$ cat src/rtl/wide_packer_if.sv
// Handshake bundle between a narrow-word producer, the packer and a wide-word consumer.
// in_last_i exists only when WIDE_PACKER_FLUSH_EN is defined.
interface wide_packer_if #(
  parameter int INPUT_W  = 32,
  parameter int OUTPUT_W = 64
);
  logic                in_valid_i;
  logic                in_ready_o;
  logic [INPUT_W-1:0]  in_data_i;
`ifdef WIDE_PACKER_FLUSH_EN
  logic                in_last_i;
`endif
  logic                out_valid_o;
  logic                out_ready_i;
  logic [OUTPUT_W-1:0] out_data_o;

  modport slave (
    input  in_valid_i, in_data_i, out_ready_i,
`ifdef WIDE_PACKER_FLUSH_EN
    input  in_last_i,
`endif
    output in_ready_o, out_valid_o, out_data_o
  );

  modport master (
    output in_valid_i, in_data_i, out_ready_i,
`ifdef WIDE_PACKER_FLUSH_EN
    output in_last_i,
`endif
    input  in_ready_o, out_valid_o, out_data_o
  );
endinterface

$ cat src/rtl/wide_packer.sv
// Packs RATIO = OUTPUT_W/INPUT_W narrow words into one wide word, word 0 in the low bits.
// WIDE_PACKER_FLUSH_EN adds in_last_i: a last word closes the group and zero-fills the rest.
module wide_packer_slice #(
  parameter int W     = 32,
  parameter int CNT_W = 1,
  parameter int IDX   = 0
) (
  input  logic             clk_i,
  input  logic             rst_i,
  input  logic             accept_i,
  input  logic [CNT_W-1:0] cnt_i,
  input  logic [W-1:0]     data_i,
  output logic [W-1:0]     fill_o,
  output logic [W-1:0]     packed_o
);
  localparam logic [CNT_W-1:0] K = CNT_W'(IDX);

  // Slots below the counter are already filled, the current slot takes the
  // incoming word, slots above are only reachable on a flush and read zero.
  always_comb begin
    packed_o = '0;
    if (K < cnt_i)       packed_o = fill_o;
    else if (K == cnt_i) packed_o = data_i;
  end

  always_ff @(posedge clk_i) begin
    if (rst_i)                        fill_o <= '0;
    else if (accept_i && K == cnt_i)  fill_o <= data_i;
  end
endmodule

module wide_packer #(
  parameter int INPUT_W  = 32,
  parameter int OUTPUT_W = 64
) (
  input logic          clk_i,
  input logic          rst_i,
  wide_packer_if.slave bus
);
  localparam int RATIO = OUTPUT_W / INPUT_W;
  localparam int CNT_W = (RATIO > 1) ? $clog2(RATIO) : 1;

  if ((OUTPUT_W % INPUT_W) != 0 || RATIO < 2 || (RATIO & (RATIO - 1)) != 0) begin : g_bad_cfg
    $error("wide_packer: OUTPUT_W/INPUT_W must be a power-of-two integer >= 2");
  end

  logic [CNT_W-1:0]                cnt_q;
  logic [RATIO-1:0][INPUT_W-1:0]   fill_q;
  logic [RATIO-1:0][INPUT_W-1:0]   packed_w;
  logic [OUTPUT_W-1:0]             out_q;
  logic                            out_vld_q;
  logic                            last_slot_c;
  logic                            in_ready_c;
  logic                            accept_c;
  logic                            complete_c;

`ifdef WIDE_PACKER_FLUSH_EN
  assign last_slot_c = (cnt_q == CNT_W'(RATIO - 1)) || bus.in_last_i;
`else
  assign last_slot_c = (cnt_q == CNT_W'(RATIO - 1));
`endif

  // Only a completing word needs the output register; it may go in if the
  // register is empty or is being drained this same cycle.
  assign in_ready_c = !(last_slot_c && out_vld_q && !bus.out_ready_i);
  assign accept_c   = bus.in_valid_i && in_ready_c;
  assign complete_c = accept_c && last_slot_c;

  for (genvar k = 0; k < RATIO; k++) begin : g_slice
    wide_packer_slice #(.W(INPUT_W), .CNT_W(CNT_W), .IDX(k)) u_slice (
      .clk_i    (clk_i),
      .rst_i    (rst_i),
      .accept_i (accept_c),
      .cnt_i    (cnt_q),
      .data_i   (bus.in_data_i),
      .fill_o   (fill_q[k]),
      .packed_o (packed_w[k])
    );
  end

  always_ff @(posedge clk_i) begin
    if (rst_i) begin
      cnt_q     <= '0;
      out_q     <= '0;
      out_vld_q <= 1'b0;
    end else begin
      if (accept_c) cnt_q <= complete_c ? '0 : cnt_q + 1'b1;
      if (complete_c) begin
        out_q     <= packed_w;
        out_vld_q <= 1'b1;
      end else if (out_vld_q && bus.out_ready_i) begin
        out_vld_q <= 1'b0;
      end
    end
  end

  assign bus.in_ready_o  = in_ready_c;
  assign bus.out_valid_o = out_vld_q;
  assign bus.out_data_o  = out_q;
endmodule

$ cat src/flat_wrapper.sv
// flat-port wrapper written by rule: the top's interface ports become plain ports
module wide_packer_flat 
#(
  parameter int INPUT_W  = 32,
  parameter int OUTPUT_W = 64
)
  (clk_i, rst_i, bus_in_valid_i, bus_in_data_i, bus_out_ready_i, bus_in_ready_o, bus_out_valid_o, bus_out_data_o);
  wide_packer_if #(.INPUT_W(INPUT_W), .OUTPUT_W(OUTPUT_W)) bus_i ();
  input logic clk_i;
  input logic rst_i;
  input wire logic [$bits(bus_i.in_valid_i)-1:0] bus_in_valid_i;
  input wire logic [$bits(bus_i.in_data_i)-1:0] bus_in_data_i;
  input wire logic [$bits(bus_i.out_ready_i)-1:0] bus_out_ready_i;
  output wire logic [$bits(bus_i.in_ready_o)-1:0] bus_in_ready_o;
  output wire logic [$bits(bus_i.out_valid_o)-1:0] bus_out_valid_o;
  output wire logic [$bits(bus_i.out_data_o)-1:0] bus_out_data_o;
  assign bus_i.in_valid_i = bus_in_valid_i;
  assign bus_i.in_data_i = bus_in_data_i;
  assign bus_i.out_ready_i = bus_out_ready_i;
  assign bus_in_ready_o = bus_i.in_ready_o;
  assign bus_out_valid_o = bus_i.out_valid_o;
  assign bus_out_data_o = bus_i.out_data_o;
  wide_packer #(.INPUT_W(INPUT_W), .OUTPUT_W(OUTPUT_W)) u_core (.clk_i(clk_i), .rst_i(rst_i), .bus(bus_i));
endmodule
$ cat config.mk
export PLATFORM = sky130hd
export DESIGN_NAME = wide_packer_flat
export DESIGN_NICKNAME = d
export VERILOG_FILES = /design/src/rtl/wide_packer_if.sv /design/src/rtl/wide_packer.sv /design/src/flat_wrapper.sv
export SDC_FILE = /design/constraint.sdc
export NUM_CORES = 1
export LEC_CHECK = 0
export ABC_AREA = 1
export BUFFER_PORTS_ARGS = -buffer_cell sky130_fd_sc_hd__buf_2
export CAP_MARGIN = 5
export CORE_MARGIN = 2
export CORE_UTILIZATION = 50
export CTS_CLUSTER_DIAMETER = 40
export CTS_CLUSTER_SIZE = 12
export DETAILED_ROUTE_END_ITERATION = 7
export GPL_ROUTABILITY_DRIVEN = 0
export GPL_TIMING_DRIVEN = 0
export PLACE_DENSITY = 0.71
export RECOVER_POWER = 25
export SYNTH_ARGS = -nofsm -noshare
export SYNTH_HDL_FRONTEND = slang
export SYNTH_HIERARCHICAL = 1
export SYNTH_SLANG_ARGS = --single-unit
$ cat constraint.sdc
create_clock -name clk_i -period 1.89 [get_ports clk_i]
set_input_delay 0 -clock clk_i [delete_from_list [all_inputs] [get_ports clk_i]]
set_output_delay 0 -clock clk_i [all_outputs]
set_load 0.01 [all_outputs]
==> reports/summary.txt <==
Port Buffer Count: 101
DIE AREA: 0.0120 sq mm
Crit-path max FO: 14
Diode count: 0
Pwr per Cell Area: 693 mW/mm^2
Max frequency: 569 MHz
Antenna-violating nets left: 0
Most Used Layer, Global Route: met2
Final setup vio count: 0
Vias in the first global route: 4945
IO Pins: 102
# DRC: 0
Final Non-Filler Cells: 1196
Most frequent cells in the layout: inv_1 (249), nand2_1 (230), nor2_1 (130)
Worst setup EP type: register
Syn_nets: 950
Clk sinks: 98
Final TNS setup: 0 ns
Routed length per instance: 11.8 microns
RSZ-0062 raised after global routing: false
Core ar.: 0.0109 sq mm
Tightest Pin Transition: 0.642 ns
Initial Util: 51.3%
Post-Syn Area: 0.00559 sq mm
GRT overflow: 0
Register Area: 0.00196 sq mm
CTS max path bufs: 2
FILL cells: 1077
Met1 Use GR: 33.8%
Synth Instances: 914
Setup Fix Bufs, Post-CTS: 0
DP Cell Count: 1155
Critical Path RT: 2.16 ns
Synth warn: 6
Max Slew Vio Count: 0
CTS Buf Count: 9
Initial DRC Count: 360
CTS tree: yes
Crit path DAT: 2.03 ns
Row cnt: 38
Met2 global-route usage: 38.8%
Htree depth: 3
Final HPWL DP: 10200 microns
Total of max-cap violations: 0
CTS root buffer: clkbuf_8
Slew HR: 57.2%
Initial antenna violation count: 0
Min cycle time layout: 1.76 ns
Skew-Pair Late Insertion Delay: 0.37 ns
All-Layer GR Usage: 24.4%
Die H: 110 microns
Status: completed
Commonest non-fill, non-tap cell in the layout: inv_1
Clock Skew: 0.00725 ns
Die extent in x: 110 microns
Synth Area per Inst: 6.12 sq um
Vias: 5489
1st-pass router iterations: 5
WS Path Type: register to register
CP startpoint kind: register
Post-Route WL: 14100 microns
Vias per inst: 4.59
Leak Pwr: 3.74 nW
Share of cells above drive strength 1: 15.8%
Largest net degree at the start of global routing: 14
Area Overhead vs Synth: 19.2%
Hold/Removal Path Class: input port to register
Area of the multi-input gates: 0.00224 sq mm
Hold Vio Cnt, Final: 0
First-pass GRT wire length: 22900 microns
Nets@finish: 1090
Clk slew on worst S/H paths: 0.09 ns
Peak supply drop: 0.000326 V
Met3 GRT Util: 3.08%
Tcrit/Tclk final: 93.0%
[layer usage]
layer  part of all wire, %  vias to the layer above
met2                    44                      165
li1                      -                     2908
met3                   6.2                       18
met1                    48                     2398
met5                     0                        -
met4                   1.7                        0
[area by class of cell]
| class | count | share of cell area (%) |
|---|---|---|
| buffer | 60 | 5.84 |
| clock buffer | 13 | 2.38 |
| inverter | 264 | 14.9 |
| multi-input combinational | 491 | 33.7 |
| sequential | 98 | 29.4 |
| tap | 140 | 2.63 |
| timing repair buffer | 130 | 11.2 |
[worst paths after layout]
kind	cells after the start	slack (ns)	startpoint	endpoint
worst max register to register	8	0.13	u_core/cnt_q	u_core/g_slice[0].u_slice/fill_o[7]
worst min register to register	2	0.49	u_core/g_slice[0].u_slice/fill_o[6]	u_core/g_slice[0].u_slice/fill_o[6]
worst min-delay path	5	0.01	bus_in_data_i[22]	u_core/g_slice[0].u_slice/fill_o[22]
worst max-delay path	8	0.13	u_core/cnt_q	u_core/g_slice[0].u_slice/fill_o[7]
[power breakdown]
| part | leakage [nW] | switching, mW | internal (mW) |
|---|---|---|---|
| clock | 0.0815 | 0.691 | 0.532 |
| combinational | 2.86 | 0.683 | 0.425 |
| sequential | 0.806 | 0.0717 | 2.21 |
[worst max-delay path, stage by stage (launching register included)]
cell and delay, ns:
dfxtp_1 0.35, clkbuf_4 0.22, buf_2 0.21, a31oi_1 0.17
buf_4 0.18, buf_2 0.30, nand3_2 0.11, nand2_1 0.07
nor2_1 0.04
[sequential cells by signal, summed over array words and instances (netlist names)]
signal,cells
u_core/bus.out_valid_o,1
u_core/bus.out_data_o,64
u_core/g_slice.u_slice/fill_o,32
u_core/cnt_q,1
[metrics by stage]
step | hold slack, ns | setup slack (ns) | cell area [sq um] | utilization [%] | total power, mW
floorplan | 0.118 | 0.282 | 5590 | - | 3.08
global placement | 0.273 | 0.0464 | 6270 | 57.6 | 3.38
detailed placement | 0.283 | 0.0378 | 6270 | 57.6 | 3.40
CTS | 0.00102 | 0.0116 | 6720 | 61.7 | 4.66
global route | 0.0145 | 0.0218 | 6670 | 61.2 | 4.91
finish | 0.0121 | 0.133 | 6670 | 61.2 | 4.62
[what timing repair did]
item | CTS | global route
endpoints found under the setup margin | 0 | 30
gates resized for setup | 0 | 1
hold buffers | 29 | 0
hold endpoints to repair | 29 | 0
Power figures use the tool's default switching activity.
